==> src/rtl/keypad_scan.sv <==
// 4x4 active-low keypad scanner: row strobe, frame classify, debounce, key events into a 16-bit hex shift word.
// Latency: key_valid rises 1 cycle after the end of the DEBOUNCE-th matching frame. Optional KEYPAD_REPEAT_EN adds auto-repeat.
// Backpressure: none; key_valid is a single-cycle pulse that is never held or queued.
module keypad_scan #(
    parameter int SCAN_DIV = 50000,
    parameter int DEBOUNCE = 4
) (
    input  logic        clk,
    input  logic        rst_n,
    input  logic [3:0]  col_n,
    input  logic        clr,
    output logic [3:0]  row_n,
    output logic [3:0]  key_code,
    output logic        key_valid,
    output logic        key_down,
    output logic [15:0] Hexs
);

    localparam int DIV_W = $clog2(SCAN_DIV);
    localparam int DB_W  = $clog2(DEBOUNCE + 1);
    localparam logic [DIV_W-1:0] DIV_LAST = DIV_W'(SCAN_DIV - 1);
    localparam logic [DB_W-1:0]  DB_LAST  = DB_W'(DEBOUNCE - 1);
    localparam logic [DB_W-1:0]  DB_FIRST = DB_W'(1);
    localparam bit DB_ONE = (DEBOUNCE == 1);

    typedef enum logic [1:0] {IDLE, PRESS_CHK, HELD, RELEASE_CHK} state_t;

    logic [3:0]       col_s1_q, col_s1_d, col_s2_q, col_s2_d;
    logic [DIV_W-1:0] div_q, div_d;
    logic [1:0]       row_idx_q, row_idx_d;
    logic [3:0]       row_n_q, row_n_d;
    logic [11:0]      frame_q, frame_d;
    state_t           state_q, state_d;
    logic [DB_W-1:0]  cnt_q, cnt_d;
    logic [3:0]       cand_q, cand_d;
    logic [3:0]       key_code_q, key_code_d;
    logic             key_valid_q, key_valid_d;
    logic             key_down_q, key_down_d;
    logic [15:0]      hexs_q, hexs_d;
`ifdef KEYPAD_REPEAT_EN
    logic [6:0]       rpt_q, rpt_d;
`endif

    logic        slot_end, frame_end, emit, is_none, is_one;
    logic [15:0] frame_full;
    logic [4:0]  n_low;
    logic [3:0]  low_idx;

    always_comb begin
        col_s1_d    = col_n;
        col_s2_d    = col_s1_q;
        div_d       = div_q;
        row_idx_d   = row_idx_q;
        row_n_d     = row_n_q;
        frame_d     = frame_q;
        state_d     = state_q;
        cnt_d       = cnt_q;
        cand_d      = cand_q;
        key_code_d  = key_code_q;
        key_valid_d = 1'b0;
        key_down_d  = key_down_q;
        hexs_d      = clr ? 16'h0000 : hexs_q;
        emit        = 1'b0;
`ifdef KEYPAD_REPEAT_EN
        rpt_d       = (state_q == HELD) ? rpt_q : 7'd0;
`endif

        slot_end   = (div_q == DIV_LAST);
        frame_end  = slot_end && (row_idx_q == 2'd3);
        // bit {row,col} set means that key read as pressed in this frame
        frame_full = {~col_s2_q, frame_q};
        n_low      = 5'd0;
        low_idx    = 4'd0;
        for (int i = 0; i < 16; i++) begin
            if (frame_full[i]) begin
                n_low   = n_low + 5'd1;
                low_idx = 4'(i);
            end
        end
        is_none = (n_low == 5'd0);
        is_one  = (n_low == 5'd1);

        if (slot_end) begin
            div_d     = '0;
            row_idx_d = row_idx_q + 2'd1;
            row_n_d   = ~(4'b0001 << row_idx_d);
            case (row_idx_q)
                2'd0:    frame_d[3:0]  = ~col_s2_q;
                2'd1:    frame_d[7:4]  = ~col_s2_q;
                2'd2:    frame_d[11:8] = ~col_s2_q;
                default: frame_d       = frame_q;
            endcase
        end else begin
            div_d = div_q + DIV_W'(1);
        end

        if (frame_end) begin
            case (state_q)
                IDLE: begin
                    if (is_one) begin
                        cand_d = low_idx;
                        cnt_d  = DB_FIRST;
                        if (DB_ONE) begin
                            state_d = HELD;
                            emit    = 1'b1;
                        end else begin
                            state_d = PRESS_CHK;
                        end
                    end
                end
                PRESS_CHK: begin
                    if (is_one && (low_idx == cand_q)) begin
                        cnt_d = cnt_q + DB_W'(1);
                        if (cnt_q == DB_LAST) begin
                            state_d = HELD;
                            emit    = 1'b1;
                        end
                    end else begin
                        state_d = IDLE;
                    end
                end
                HELD: begin
                    if (is_none) begin
                        cnt_d = DB_FIRST;
                        if (DB_ONE) begin
                            state_d    = IDLE;
                            key_down_d = 1'b0;
                        end else begin
                            state_d = RELEASE_CHK;
                        end
`ifdef KEYPAD_REPEAT_EN
                        rpt_d = 7'd0;
                    end else if (is_one && (low_idx == cand_q)) begin
                        // first repeat after 64 frames, then reload so the next lands 16 later
                        if (rpt_q == 7'd63) begin
                            emit  = 1'b1;
                            rpt_d = 7'd48;
                        end else begin
                            rpt_d = rpt_q + 7'd1;
                        end
                    end else begin
                        rpt_d = 7'd0;
`endif
                    end
                end
                RELEASE_CHK: begin
                    if (is_none) begin
                        cnt_d = cnt_q + DB_W'(1);
                        if (cnt_q == DB_LAST) begin
                            state_d    = IDLE;
                            key_down_d = 1'b0;
                        end
                    end else begin
                        state_d = HELD;
                    end
                end
                default: state_d = IDLE;
            endcase
        end

        if (emit) begin
            key_valid_d = 1'b1;
            key_code_d  = cand_d;
            key_down_d  = 1'b1;
            hexs_d      = {(clr ? 12'h000 : hexs_q[11:0]), cand_d};
        end
    end

    always_ff @(posedge clk or negedge rst_n) begin
        if (!rst_n) begin
            col_s1_q    <= 4'hF;
            col_s2_q    <= 4'hF;
            div_q       <= '0;
            row_idx_q   <= 2'd0;
            row_n_q     <= 4'b1110;
            frame_q     <= 12'h000;
            state_q     <= IDLE;
            cnt_q       <= '0;
            cand_q      <= 4'd0;
            key_code_q  <= 4'd0;
            key_valid_q <= 1'b0;
            key_down_q  <= 1'b0;
            hexs_q      <= 16'h0000;
`ifdef KEYPAD_REPEAT_EN
            rpt_q       <= 7'd0;
`endif
        end else begin
            col_s1_q    <= col_s1_d;
            col_s2_q    <= col_s2_d;
            div_q       <= div_d;
            row_idx_q   <= row_idx_d;
            row_n_q     <= row_n_d;
            frame_q     <= frame_d;
            state_q     <= state_d;
            cnt_q       <= cnt_d;
            cand_q      <= cand_d;
            key_code_q  <= key_code_d;
            key_valid_q <= key_valid_d;
            key_down_q  <= key_down_d;
            hexs_q      <= hexs_d;
`ifdef KEYPAD_REPEAT_EN
            rpt_q       <= rpt_d;
`endif
        end
    end

    assign row_n     = row_n_q;
    assign key_code  = key_code_q;
    assign key_valid = key_valid_q;
    assign key_down  = key_down_q;
    assign Hexs      = hexs_q;

endmodule

==> config.mk <==
export PLATFORM = sky130hd
export DESIGN_NAME = keypad_scan
export DESIGN_NICKNAME = d
export VERILOG_FILES = /design/src/rtl/keypad_scan.sv
export SDC_FILE = /design/constraint.sdc
export NUM_CORES = 1
export LEC_CHECK = 0
export ABC_AREA = 1
export CAP_MARGIN = 20
export CORE_MARGIN = 1.5
export CORE_UTILIZATION = 55
export CTS_BUF_LIST = sky130_fd_sc_hd__clkbuf_8
export CTS_CLUSTER_DIAMETER = 60
export DETAILED_ROUTE_END_ITERATION = 10
export GPL_TIMING_DRIVEN = 0
export PLACE_DENSITY_LB_ADDON = 0.3
export SETUP_SLACK_MARGIN = 0.15
export SYNTH_ARGS = -nofsm -noshare
export SYNTH_HDL_FRONTEND = slang
export SYNTH_SLANG_ARGS = --single-unit
==> constraint.sdc <==
create_clock -name clk -period 12.65 [get_ports clk]
set_clock_uncertainty 0.2 [all_clocks]
set_input_delay 2.53 -clock clk [delete_from_list [all_inputs] [get_ports clk]]
set_output_delay 2.53 -clock clk [all_outputs]
set_load 0.05 [all_outputs]
After elaboration in Yosys (flattened, before gate mapping)
Index checks and enable logic that the tools add are counted.
{"block": "totals", "register_bits": 73}
{"block": "op_classes", "n_reduce_logical": 16, "muxes": 60, "n_addsub": 18, "bitwise_logic": 2, "shifts": 1, "eq_ne": 16}
{"op": "adder 5 x 1 -> 5 bit (second input constant)", "count": 15}
{"op": "two-way mux 5 bit", "count": 15}
{"op": "two-way mux 4 bit", "count": 17}
{"op": "two-way mux 16 bit", "count": 3}
{"op": "adder 16 x 1 -> 16 bit (second input constant)", "count": 1}
{"op": "equality test 16 bit (second input constant)", "count": 1}
{"op": "two-way mux 1 bit", "count": 12}
{"op": "two-way mux 12 bit", "count": 1}
{"op": "two-way mux 2 bit", "count": 6}
{"op": "two-way mux 3 bit", "count": 4}
{"op": "case mux 3 bit (4 select lines)", "count": 1}
{"op": "AND reduction 5 bit", "count": 2}
{"op": "nonzero test 2 bit", "count": 5}
{"op": "equality test 2 bit (second input constant)", "count": 4}
{"op": "!= test 2 bit (second input constant)", "count": 4}
{"op": "inverter 4 bit", "count": 2}
{"op": "case mux 2 bit (4 select lines)", "count": 1}
{"op": "!= test 3 bit (second input constant)", "count": 2}
{"op": "AND reduction 2 bit", "count": 3}
{"op": "equality test 5 x 1 -> 1 bit (second input constant)", "count": 1}
{"op": "zero test 5 bit", "count": 1}
{"op": "equality test 2 x 1 -> 1 bit (second input constant)", "count": 2}
{"op": "equality test 4 bit", "count": 1}
{"op": "zero test 2 bit", "count": 2}
{"op": "other kinds (6)", "count": 7}

Depth between registers and ports, before layout
{"block": "depth", "ltp_word": 38, "ltp_mapped": 63, "depth_no_buf": 62}

Worst setup path before layout
No wires, ideal clock.
{"block": "synth_timing", "path_type": "flip-flop to flip-flop", "startpoint": "register frame_q[0]", "endpoint": "register hexs_q[10], in the netlist Hexs[10]", "path_stages_with_launch": 62, "path_slack_ns": 3.803, "t_arrival_ns": 8.528, "path_buffers": 1, "period_less_slack_ns": 8.847, "required_ns": 12.331, "setup_time_ns": 0.119, "cell_sequence": "dfrtp_1 -> inv_1 -> ha_1 -> inv_1 -> nand2_2 -> nand2_1 -> inv_1 -> ha_1 -> nand2_1 -> nand2_1 -> ha_1 -> or2_1 -> nand2_1 -> inv_1 -> ha_1 -> nand2_1 -> nand2_2 -> ha_1 -> [26 not listed] -> ha_1 -> or2_2 -> nand2_1 -> inv_1 -> ha_1 -> nand2_1 -> o21ai_0 -> nor3_1 -> nand3_2 -> nor2_4 -> nand3_2 -> inv_2 -> nand2_4 -> nand2_2 -> inv_2 -> buf_6 -> nand2_1 -> nand2_1"}
{"block": "synth_via", "elab_chain_cells": 37, "elab_cells_between_ends": 38, "cone_classes": "add/sub: 15; eq/ne: 1; mux: 20; reduce/logical: 2"}
{"element": "start: declaration", "line_no": "32", "source": "logic [11:0] frame_q, frame_d;"}
{"element": "start signal: assignment", "line_no": "193", "source": "frame_q <= frame_d;"}
{"element": "two-way mux 1 bit *", "line_no": "75", "source": "if (frame_full[i]) begin"}
{"element": "adder 5 x 1 -> 5 bit", "line_no": "76", "source": "n_low = n_low + 5'd1;"}
{"element": "two-way mux 5 bit *", "line_no": "75"}
{"element": "adder 5 x 1 -> 5 bit", "line_no": "76"}
{"element": "two-way mux 5 bit *", "line_no": "75"}
{"element": "adder 5 x 1 -> 5 bit", "line_no": "76"}
{"element": "two-way mux 5 bit *", "line_no": "75"}
{"element": "adder 5 x 1 -> 5 bit", "line_no": "76"}
{"element": "[21 not listed]"}
{"element": "adder 5 x 1 -> 5 bit", "line_no": "76"}
{"element": "two-way mux 5 bit *", "line_no": "75"}
{"element": "equality test 5 x 1 -> 1 bit *", "line_no": "81", "source": "is_one = (n_low == 5'd1);"}
{"element": "logical AND 1 bit *", "line_no": "112", "source": "if (is_one && (low_idx == cand_q)) begin"}
{"element": "two-way mux 1 bit *", "line_no": "112"}
{"element": "two-way mux 1 bit *", "line_no": "98", "source": "case (state_q)"}
{"element": "two-way mux 1 bit *", "line_no": "97", "source": "if (frame_end) begin"}
{"element": "two-way mux 16 bit / nonzero test 2 bit (equally long branches)"}
{"element": "end signal: assignment", "line_no": "200", "source": "hexs_q <= hexs_d;"}
{"element": "end: declaration", "line_no": "39", "source": "logic [15:0] hexs_q, hexs_d;"}
Mark *: on every way between the ends. The rest lies on a longest branch, timed or not.
A chain may end at the register's enable or synchronous reset.

Worst setup path in the final report
{"block": "layout_timing", "startpoint": "register frame_q[0]", "endpoint": "register hexs_q[13], in the netlist Hexs[13]"}
The elaborated chain is that of the path after synthesis.

==> impl_metrics.yaml <==
timing:
  setup_viol: 0
  rsz0062_at_grt: "false"
  postLayoutSetupSlackWorst_ns: 3.06
  fin_crit_sh: 0.758
  max_freq_mhz: 104
  hold_viol: 0
  period_needed_ns: 9.59
  fin_setup_tns_ns: 0
  finalMaxSlewViolations: 0
  relSlewSlack: 0.417
  worst_pin_slew_ns: 0.874
floorplanning:
  core-area_um2: 8760
  start_util: 0.568
  die_area_um2: 9630
  die-height_um: 98.1
  fp-row-count: 34
  dieWidth_um: 98.1
  pin_count: 33
place:
  place.port_buffers: 32
  gp_congestion: 0.794
  hpwl_mm: 7.51
  place_ws_ns: 3.10
  dpl_cell_area_um2: 5430
logic_synthesis:
  postSynthAreaPerCell_um2: 7.03
  async_flop_share: 1.00
  synthAdderAreaFrac: 0.0553
  synthMuxAreaShare: 0
  synthCells: 708
  synthDistinctLibCells: 36
  synth_top_family_by_area: "simple AND/OR/NAND/NOR gates"
  syn-num-nets: 737
  synth_top_area_frac: 0.312
  synth_area_leaders: "dfrtp_1 31%, nand2_1 17%, inv_1 9.0%, nand2_2 6.2%, dfstp_2 5.8%"
  yosysSeqAreaShare: 0.370
  synthSimpleGateAreaFrac: 0.398
  ys_seq_elements: 73
  yosysWarnings: 0
  synth_xor_area_frac: 0.0106
  synth_area_leader_cell: "dfrtp_1"
  yosysMostFrequentCell: "nand2_1"
  synth_edf_count: 0
  synth_compound_area_frac: 0.0618
  synth_area_um2: 4980
  ys_top_cells_by_count: "221 x nand2_1, 120 x inv_1, 62 x dfrtp_1"
  synth_ff_type: "dfrtp_1"
finish:
  syn_to_final_growth_pct: 13.1
  diodes: 0
  final_nets: 780
  drive_gt1_frac: 0.164
  final_util: 0.642
  fin_area_um2: 5630
  fill_cells: 758
routing:
  drc: 0
  routedWlPerCell_um: 11.0
  first_pass_iters: 5
  routed_wl_mm: 9.54
  vias_per_cell: 4.96
  antenna_left: 0
  vias: 4285
  drt-initial-drc-count: 184
grt:
  grt_max_degree: 74
  track_usage: 0.213
  overflow: 0
  grt_pass1_vias: 4199
  grt_pass1_wl_mm: 17.3
  antenna_found_initial: 0
clocking:
  root_buffer: "clkbuf_8"
  ctsResizeCount: 0
  cts_max_path_buffers: 2
  cts.clk_slew.worst_paths_ns: 0.08
  postCtsHoldBufs: 0
  clock-sinks: 73
  cts_setup_buffers: 0
  clk_latency_ns: 0.34
  cts_tree: "done"
  numCtsBuffers: 9
  htree_num_levels: 3
critical_path:
  slowest_delay_ns: 0.39
  startpoint_type: "flop"
  path_class: "flop to flop"
  slowest_stage: "dfrtp_1"
  crit_top_cell: "nand2_1"
  crit_path_end_kind: "flop"
  worstPathArrival_ns: 9.62
  cp_max_fo: 10
  critPathRequiredTime_ns: 12.68
  r2r_slack_ns: 3.06
min_path:
  hp-class: "flop to flop"
power:
  leakage_nw: 3.29
  p_per_area_nw_per_um2: 77.9
  finalPower_uw: 439
  irDropWorstVdd_mv: 0.0750
run_status:
  status: "completed"
job:
  drv_cap: 0
==> final cells by class <==
class                   count  area (µm²)  share of cell area
clock buffers              11         151              0.0269
well taps                 108         135              0.0240
flip-flops and latches     73        1840               0.327
repair buffers             32         318              0.0564
multi-input cells         501        2620               0.465
inverters                 128         480              0.0853
plain buffers               6        40.0             0.00711
clock inverters             5        47.5             0.00844
==> cell usage in the layout, fill, tap and decap left out, types with 2 or more instances in the layout <==
cell	synthesis	routed
a21oi_1	13	13
buf_2	2	2
buf_6	2	2
clkbuf_8	0	11
clkdlybuf4s50_1	0	31
clkinv_2	0	2
dfrtp_1	62	62
dfstp_2	11	11
ha_1	22	22
inv_1	120	122
inv_2	8	8
nand2_1	221	221
nand2_2	49	49
nand2_4	2	2
nand3_1	44	44
nand3_2	20	20
nand3b_1	4	4
nand4_1	5	5
nor2_1	48	48
nor2_2	2	2
nor2_4	2	2
nor3_1	7	7
nor4_1	2	2
o21a_1	3	3
o21ai_0	31	31
o21ai_1	4	4
o22ai_1	2	2
or2_2	7	7
xor2_1	5	5
==> path summary, 6_finish.rpt <==
check | start | endpoint | depth (start not counted)
max | frame_q[0]$_DFFE_PN0P_ | Hexs[13]$_DFFE_PN0P_ | 61
min | col_s1_q[1]$_DFF_PN1_ | col_s2_q[1]$_DFF_PN1_ | 0
max reg2reg | frame_q[0]$_DFFE_PN0P_ | Hexs[13]$_DFFE_PN0P_ | 61
min reg2reg | col_s1_q[1]$_DFF_PN1_ | col_s2_q[1]$_DFF_PN1_ | 0
max in group asynchronous | rst_n | frame_q[5]$_DFFE_PN0P_ | 1
min in group asynchronous | rst_n | cnt_q[2]$_DFFE_PN0P_ | 1
==> power breakdown <==
group / switching [mW] / internal, mW / leakage [nW]
Sequential: 0.000647 / 0.236 / 0.967
Clock: 0.0801 / 0.0998 / 0.112
Combinational: 0.0151 / 0.00746 / 2.21
Total: 0.0958 / 0.343 / 3.29
==> registers in the layout (all words and copies together) (netlist names) <==
name / cells
frame_q: 12
cand_q: 4
key_down: 1
div_q: 16
col_s1_q: 4
Hexs: 16
row_idx_q: 2
row_n: 4
key_code: 4
cnt_q: 3
key_valid: 1
col_s2_q: 4
state_q: 2
==> through the flow <==
stage	cells	hold slack [ns]
final	864	0.144
after global routing	864	0.149
after CTS	864	0.147
after detailed placement	848	0.147
after global placement	848	0.146
after floorplan	708	0.145
==> critical path, delay by kind of cell, from the launching register on <==
kind / cells / cell delay, ns
adders and majority gates: 14 / 3.81
buffers and inverters: 11 / 0.78
DFF: 1 / 0.39
and+or+nand+nor: 34 / 4.11
AOI/OAI and AO/OA: 2 / 0.18
==> layer usage <==
metal,wire [µm],share of wire,vias up,track usage
li1,-,-,2273,-
met1,4300,0.45,1944,0.256
met2,4770,0.50,61,0.393
met3,369,0.039,7,0.0379
met4,100,0.010,0,0.0531
met5,0,0,-,0
==> logic make-up (layout without fill, tap and decap cells) <==
family,after synthesis,after routing
simple gates,416,416
buf+inv,134,182
compound gates,57,57
fa+ha+maj,22,22
xor+xnor,6,6
flops,73,73
Power figures use the tool's default switching activity.
